`src/rtl/seq_divider.sv`:
```
// Sequential restoring divider that produces one quotient bit per clock.
// Ports:
//   clk, rst_n          clock and asynchronous active-low reset
//   start               request a division; accepted on an edge while ready=1
//   dividend, divisor   unsigned operands, captured when start is accepted
//   ready               a start will be accepted (IDLE or DONE)
//   busy                an iteration is in progress (CALC)
//   valid               one-cycle pulse marking new results
//   quotient, remainder results, held until the next valid or reset
//   div_by_zero         the last accepted divisor was zero
module seq_divider #(
    parameter int unsigned DIVIDEND_W = 64,
    parameter int unsigned DIVISOR_W  = 16
) (
    input  logic                  clk,
    input  logic                  rst_n,
    input  logic                  start,
    input  logic [DIVIDEND_W-1:0] dividend,
    input  logic [DIVISOR_W-1:0]  divisor,
    output logic                  ready,
    output logic                  busy,
    output logic                  valid,
    output logic [DIVIDEND_W-1:0] quotient,
    output logic [DIVISOR_W-1:0]  remainder,
    output logic                  div_by_zero
);

    localparam int unsigned CNT_W = $clog2(DIVIDEND_W + 1);
    localparam int unsigned REM_W = DIVISOR_W + 1;

    typedef enum logic [1:0] {
        IDLE = 2'd0,
        CALC = 2'd1,
        DONE = 2'd2
    } state_t;

    state_t state, state_nxt;

    logic [CNT_W-1:0]      cnt;
    logic [DIVISOR_W-1:0]  div_r;
    logic [DIVIDEND_W-1:0] q_work;   // dividend bits shift out the top, quotient bits shift in
    logic [REM_W-1:0]      p_rem;    // one spare bit so compare/subtract cannot overflow

    logic [REM_W-1:0]      rem_shift;
    logic                  q_bit;
    logic [REM_W-1:0]      rem_nxt;
    logic [DIVIDEND_W-1:0] q_nxt;
    logic                  accept;
    logic                  last_step;

    assign accept    = ready && start;
    assign last_step = (cnt == CNT_W'(1));

    // One restoring step: shift in the next dividend MSB, subtract when it fits.
    always_comb begin
        rem_shift = (p_rem << 1) | REM_W'(q_work[DIVIDEND_W-1]);
        q_bit     = (rem_shift >= REM_W'(div_r));
        rem_nxt   = q_bit ? (rem_shift - REM_W'(div_r)) : rem_shift;
        q_nxt     = {q_work[DIVIDEND_W-2:0], q_bit};
    end

    // State register
    always_ff @(posedge clk or negedge rst_n) begin
        if (!rst_n) begin
            state <= IDLE;
        end else begin
            state <= state_nxt;
        end
    end

    // Next-state logic
    always_comb begin
        state_nxt = state;
        case (state)
            IDLE, DONE: begin
                if (start) begin
                    state_nxt = (divisor == '0) ? DONE : CALC;
                end else begin
                    state_nxt = IDLE;
                end
            end
            CALC: begin
                if (last_step) begin
                    state_nxt = DONE;
                end
            end
            default: state_nxt = IDLE;
        endcase
    end

    // Output decode
    always_comb begin
        ready = 1'b1;
        busy  = 1'b0;
        valid = 1'b0;
        case (state)
            CALC: begin
                ready = 1'b0;
                busy  = 1'b1;
            end
            DONE:    valid = 1'b1;
            default: ;
        endcase
    end

    // Operand capture, iteration and result registers
    always_ff @(posedge clk or negedge rst_n) begin
        if (!rst_n) begin
            cnt         <= '0;
            div_r       <= '0;
            q_work      <= '0;
            p_rem       <= '0;
            quotient    <= '0;
            remainder   <= '0;
            div_by_zero <= 1'b0;
        end else if (accept) begin
            div_r  <= divisor;
            q_work <= dividend;
            p_rem  <= '0;
            if (divisor == '0) begin
                // Zero divisor bypasses CALC and publishes a saturated result.
                cnt         <= '0;
                quotient    <= '1;
                remainder   <= '0;
                div_by_zero <= 1'b1;
            end else begin
                cnt         <= CNT_W'(DIVIDEND_W);
                div_by_zero <= 1'b0;
            end
        end else if (state == CALC) begin
            p_rem  <= rem_nxt;
            q_work <= q_nxt;
            cnt    <= cnt - CNT_W'(1);
            if (last_step) begin
                quotient  <= q_nxt;
                remainder <= rem_nxt[DIVISOR_W-1:0];
            end
        end
    end

endmodule
```
`config.mk`:
```
export PLATFORM = sky130hd
export DESIGN_NAME = seq_divider
export DESIGN_NICKNAME = d
export VERILOG_FILES = /design/src/rtl/seq_divider.sv
export SDC_FILE = /design/constraint.sdc
export NUM_CORES = 1
export LEC_CHECK = 0
export CORE_ASPECT_RATIO = 1.2
export CORE_MARGIN = 4
export CORE_UTILIZATION = 50
export CTS_BUF_LIST = sky130_fd_sc_hd__clkbuf_8
export DETAILED_ROUTE_END_ITERATION = 16
export PLACE_DENSITY = 0.79
export SLEW_MARGIN = 30
export SYNTH_ARGS = -nofsm -noshare
export SYNTH_HDL_FRONTEND = slang
export SYNTH_SLANG_ARGS = --single-unit
```
`constraint.sdc`:
```
create_clock -name clk -period 3.5 [get_ports clk]
set_clock_uncertainty 0.05 [all_clocks]
set_input_delay 0.875 -clock clk [delete_from_list [all_inputs] [get_ports clk]]
set_output_delay 0.875 -clock clk [all_outputs]
set_load 0.01 [all_outputs]
```
==> impl_metrics.toml, run 1 <==
[outcome]
status = "finished, final reports clean"

[worst_setup_path]
cpPeakStageDelay_ns = 0.57
worst-path-buf-inv = 2
cp.required_ns = 2.57
path_cells = "nand2b_1 -> clkinv_2 -> clkdlybuf4s50_1"
critPathLaunchType = "flop"
r2r_start = "q_work[63]"
critical_path_arrival_ns = 2.02
criticalPathCategory = "flop to output port"
cp_max_fo = 13
critPathTopFamily = "buffers and inverters"
crit_path_end_kind = "output port"
crit_start = "state[0]"
slowest_stage = "clkdlybuf4s50_1"

[clock_tree]
cts_max_path_buffers = 2
clk_latency_ns = 0.47
cts_tree = "yes"
cts_hold_buffers = 0
cts_buffers = 17
clkTransAtPathRegs_ns = 0.10
cts_sinks = 186
h-tree-depth = 4
postCtsSetupBuffers = 0
cts-root-buf = "clkbuf_8"
cts_resized = 0

[min_path]
hold_class = "input port to asynchronous set/reset pin"

[synth]
async_flop_share = 1.00
synth_edf_count = 0
synth_ff_type = "dfrtp_1"
syn-num-nets = 890
ys_warn_count = 0
yosys.cell_types.count = 57
synthCells = 788
synth_area_per_cell_um2 = 11.0
seq_area_frac_synth = 0.538
synth_area_um2 = 8660
synth_seq_cells = 186

[drt]
routed_wl_um = 22000
dr.pass1.iters = 5
wire_per_inst_um = 18.8
ant_nets = 0
via_per_inst = 5.81
drt-initial-drc-count = 453
drc = 0
vias = 6809

[power_and_ir_drop]
pwr_density_cell_nw_per_um2 = 914
peakVddDrop_mv = 0.502
p_leak_nw = 4.85
finalPower_mw = 10.0

[timing]
worst_pin_slew_ns = 0.931
drv_slew = 0
fin_crit_ns = 2.95
hold_viol = 0
setup_violations = 0
max_freq_ghz = 0.339
setup_tns_ns = 0
period_share = 0.842
relSlewSlack = 0.377
grt_setup_unrepaired = "false"

[finish]
syn2layout_area_growth_pct = 26.6
drive_above_1_share = 0.0816
final_util = 0.648
final_common_cell = "dfrtp_1"
final_cell_mix = "dfrtp_1, clkdlybuf4s50_1, o21ai_0"
nNetsFinal = 1045
n_antenna_cell = 0
final_cells = 1172

[floorplan]
core_um2 = 16900
die_y_um = 152
initial_core_util = 0.512
io_pins = 167
row_count = 52
dieArea_um2 = 19500
die_w_um = 128

[placed_design]
io_buffers = 166
place_inst = 1140
dp.final_hpwl_um = 15300
place_congestion = 0.934

[grt]
grt_max_degree = 133
grt_pass1_vias = 7111
antenna_found_initial = 0
grt.total_usage = 0.231
overflow = 0
grt_pass1_wl_um = 36200

[flow_run]
drv_cap = 0
-- final cells by class --
class	instances	area (µm²)
fillers	1371	5950
clock buffers	17	234
repair buffers	186	1840
well taps	216	270
flip-flops and latches	186	4650
inverters	26	98.8
multi-input cells	526	3710
clock inverters	15	154
-- per-layer routing --
layer  GRT usage  up-vias  part of all wire
met1       0.288     3334              0.41
met4      0.0774        0             0.023
met2       0.377      214              0.50
li1            -     3222                 -
met5           0        -                 0
met3      0.0764       39             0.073
-- power breakdown --
part           leakage, nW  internal, mW  total (mW)  switching [mW]
clock                0.197         0.538        1.40           0.860
combinational         2.35          2.30        4.75            2.45
sequential            2.30          3.15        3.87           0.724
total                 4.85          5.99        10.0            4.03
-- registers in the layout, summed over array words and instances (netlist names) --
name and flops:
state 2, div_by_zero 1, p_rem 16, div_r 16
quotient 64, q_work 64, cnt 7, remainder 16
-- kinds of logic (layout without fill, tap and decap cells) --
group	Yosys count	in the layout	synth area share
mux	82	82	0.0971
flops	186	186	0.538
simple gates	184	184	0.105
fa+ha+maj	19	19	0.0283
compound gates	237	237	0.193
buf+inv	76	244	0.0351
xor+xnor	4	4	0.00405
-- cells in the mapped netlist (all sizes together) (4+ instances only) --
cell / instances / area (µm²)
and2: 11 / 71.3
nor3: 10 / 61.3
nand2: 83 / 312
dfrtp: 186 / 4650
clkbuf: 32 / 120
or3: 5 / 31.3
a211oi: 4 / 30.0
nand2b: 6 / 37.5
inv: 25 / 93.8
buf: 18 / 86.3
nand4: 8 / 50.1
mux2i: 66 / 661
o21ai: 91 / 455
a31oi: 5 / 31.3
o22a: 63 / 552
o21a: 5 / 37.5
nor2b: 6 / 37.5
a21o: 8 / 60.1
nand3: 9 / 45.0
a21oi: 16 / 80.1
a32oi: 5 / 43.8
ha: 18 / 225
a221o: 23 / 230
nor2: 19 / 71.3
mux2: 16 / 180
nor4: 16 / 100
-- path summary, 6_finish.rpt --
path | slack [ns] | endpoint | cells past startpoint
setup / recovery | 0.55 | busy | 3
hold / removal | 0.37 | remainder[15] | 1
setup reg to reg | 0.69 | p_rem[10] | 9
hold reg to reg | 0.44 | div_by_zero | 1
max in group asynchronous | 2.24 | quotient[53] | 2
min in group clk | 0.44 | div_by_zero | 1
-- through the flow --
| step | setup slack (ns) | area (µm²) | hold slack (ns) |
|---|---|---|---|
| global route | 0.384 | 11000 | 0.400 |
| floorplan | 1.04 | 8660 | 0.408 |
| global placement | 0.347 | 10600 | 0.418 |
| finish | 0.553 | 11000 | 0.371 |
| detailed placement | 0.276 | 10600 | 0.423 |
| CTS | 0.503 | 11000 | 0.365 |
No activity file was read; power rests on OpenSTA's default activity.
==> inputs of run 2 (changes only) <==
--- a/config.mk
+++ b/config.mk
@@ -7,10 +7,10 @@
 export LEC_CHECK = 0
 export CORE_ASPECT_RATIO = 1.2
 export CORE_MARGIN = 4
-export CORE_UTILIZATION = 50
+export CORE_UTILIZATION = 49
 export CTS_BUF_LIST = sky130_fd_sc_hd__clkbuf_8
 export DETAILED_ROUTE_END_ITERATION = 16
-export PLACE_DENSITY = 0.79
+export PLACE_DENSITY = 0.81
 export SLEW_MARGIN = 30
 export SYNTH_ARGS = -nofsm -noshare
 export SYNTH_HDL_FRONTEND = slang
==> constraint.sdc (replaced) <==
create_clock -name clk -period 2.7 [get_ports clk]
set_clock_uncertainty 0.05 [all_clocks]
set_input_delay 0.675 -clock clk [delete_from_list [all_inputs] [get_ports clk]]
set_output_delay 0.675 -clock clk [all_outputs]
set_load 0.01 [all_outputs]
==> run 2 against run 1 <==
  * Wire length rose by 3.7%
  * Final cell count increased by 2.3%
  * Combinational power is 40% higher
  * Clock power increased by 39%
  * Clock-buffer cell count unchanged
  * First-iteration DRC count up 30%
  * Critical path depth rose by 5
  * Die area increased by 1.9%
  * Sequential share of layout area down 1.3 points
  * Largest power group unchanged
  * Highest routed layer unchanged
==> impl_metrics.toml, run 2 (same netlist as run 1, synthesis figures left out) <==
[power_and_ir_drop]
peakVddDrop_mv = 0.684
pwr_density_cell_nw_per_um2 = 1200
p_leak_nw = 5.03

[clock_tree]
clk_latency_ns = 0.47
postCtsSetupBuffers = 0
cts_tree = "yes"
cts_hold_buffers = 0
h-tree-depth = 4
cts-root-buf = "clkbuf_8"
clkTransAtPathRegs_ns = 0.11
cts_sinks = 186
cts_max_path_buffers = 2
cts_buffers = 17

[drt]
drt-initial-drc-count = 588
wire_per_inst_um = 19.1
ant_nets = 0
drc = 0
vias = 7085
dr.pass1.iters = 5
via_per_inst = 5.91
routed_wl_um = 22900

[finish]
reg_top3 = "q_work x64, quotient x64"
final_util = 0.649
final_common_cell = "dfrtp_1"
n_antenna_cell = 0
drive_above_1_share = 0.113
final_cells = 1199
final_cell_mix = "dfrtp_1, clkdlybuf4s50_1, o21ai_0"
nNetsFinal = 1068
syn2layout_area_growth_pct = 30.8

[floorplan]
io_pins = 167
row_count = 53
initial_core_util = 0.496
die_w_um = 129
core_um2 = 17400
die_y_um = 154
dieArea_um2 = 19900

[worst_setup_path]
cp.required_ns = 3.01
critPathLaunchType = "flop"
cpPeakStageDelay_ns = 0.44
criticalPathCategory = "flop to flop"
crit_path_end_kind = "flop"
slowest_stage = "dfrtp_1"
r2r_setup_slack_ns = 0.08
critical_path_arrival_ns = 2.93
critPathTopFamily = "compound AO/OA/AOI/OAI gates"
cp_max_fo = 18
path_cells = "ha_1 -> a21o_1 -> a211oi_4 -> a21bo_4 -> nor3_4 -> buf_12 -> a211oi_1 -> a221o_1"
worst-path-buf-inv = 1

[grt]
overflow = 0
grt.total_usage = 0.234
grt_pass1_wl_um = 37300
grt_max_degree = 88
grt_pass1_vias = 7262
antenna_found_initial = 0

[timing]
max_freq_ghz = 0.381
final.setup.worst_slack_ns = 0.0772
relSlewSlack = 0.516
fin_crit_ns = 2.62
period_share = 0.971
drv_slew = 0
setup_violations = 0
worst_pin_slew_ns = 0.726
whs_ns = 0.139
hold_viol = 0
setup_tns_ns = 0

[placed_design]
dp.final_hpwl_um = 15800
place_congestion = 0.952
io_buffers = 166
place_inst = 1167
dp_slack_ns = -0.0948

[outcome]
status = "finished, final reports clean"

[flow_run]
drv_cap = 0

[min_path]
hold_class = "input port to asynchronous set/reset pin"
[run 2: worst reg2reg max path, delay by kind of cell (launching register included)]
kind	cells	cell delay, ns
AOI/OAI and AO/OA	5	1.25
adders and majority gates	1	0.37
buffers and inverters	1	0.19
DFF	1	0.44
and+or+nand+nor	1	0.22
[run 2: layer usage]
metal	vias up	routed length, µm	global-route usage
li1	3272	-	-
met2	259	11400	0.385
met1	3510	9080	0.288
met4	0	585	0.0840
met5	-	0	0
met3	44	1770	0.0726
[run 2: final timing paths]
check | from | to | cells past startpoint
max in group asynchronous | rst_n | quotient[6] | 2
max | p_rem[13] | remainder[10] | 8
min reg2reg | div_by_zero | div_by_zero | 1
max reg2reg | p_rem[13] | remainder[10] | 8
min in group clk | div_by_zero | div_by_zero | 1
min | rst_n | remainder[15] | 1
[run 2: where the power goes]
part           leakage, nW  switching, mW  internal [mW]  total (mW)
registers             2.30          0.935           4.09        5.02
logic                 2.51           3.38           3.28        6.66
clock network        0.216           1.15          0.798        1.95
[run 2: per-stage QoR]
step                      cell area, µm²  power (mW)
after global routing               11300        14.6
after detailed placement           10800        11.5
after CTS                          11300        13.5
after global placement             10800        11.3
final                              11300        13.6
after floorplan                     8660        8.67
[run 2: repair_timing]
item | in CTS | in global routing
setup endpoints to repair | 6 | 17
pin swaps | 0 | 0
resized for setup | 3 | 13
[run 2: cell type report]
class / instances / area (µm²)
well taps: 220 / 275
repair buffers: 209 / 2070
clock inverters: 15 / 199
clock buffers: 17 / 234
flip-flops and latches: 186 / 4650
multi-input cells: 526 / 3790
fillers: 1390 / 6120
inverters: 26 / 98.8
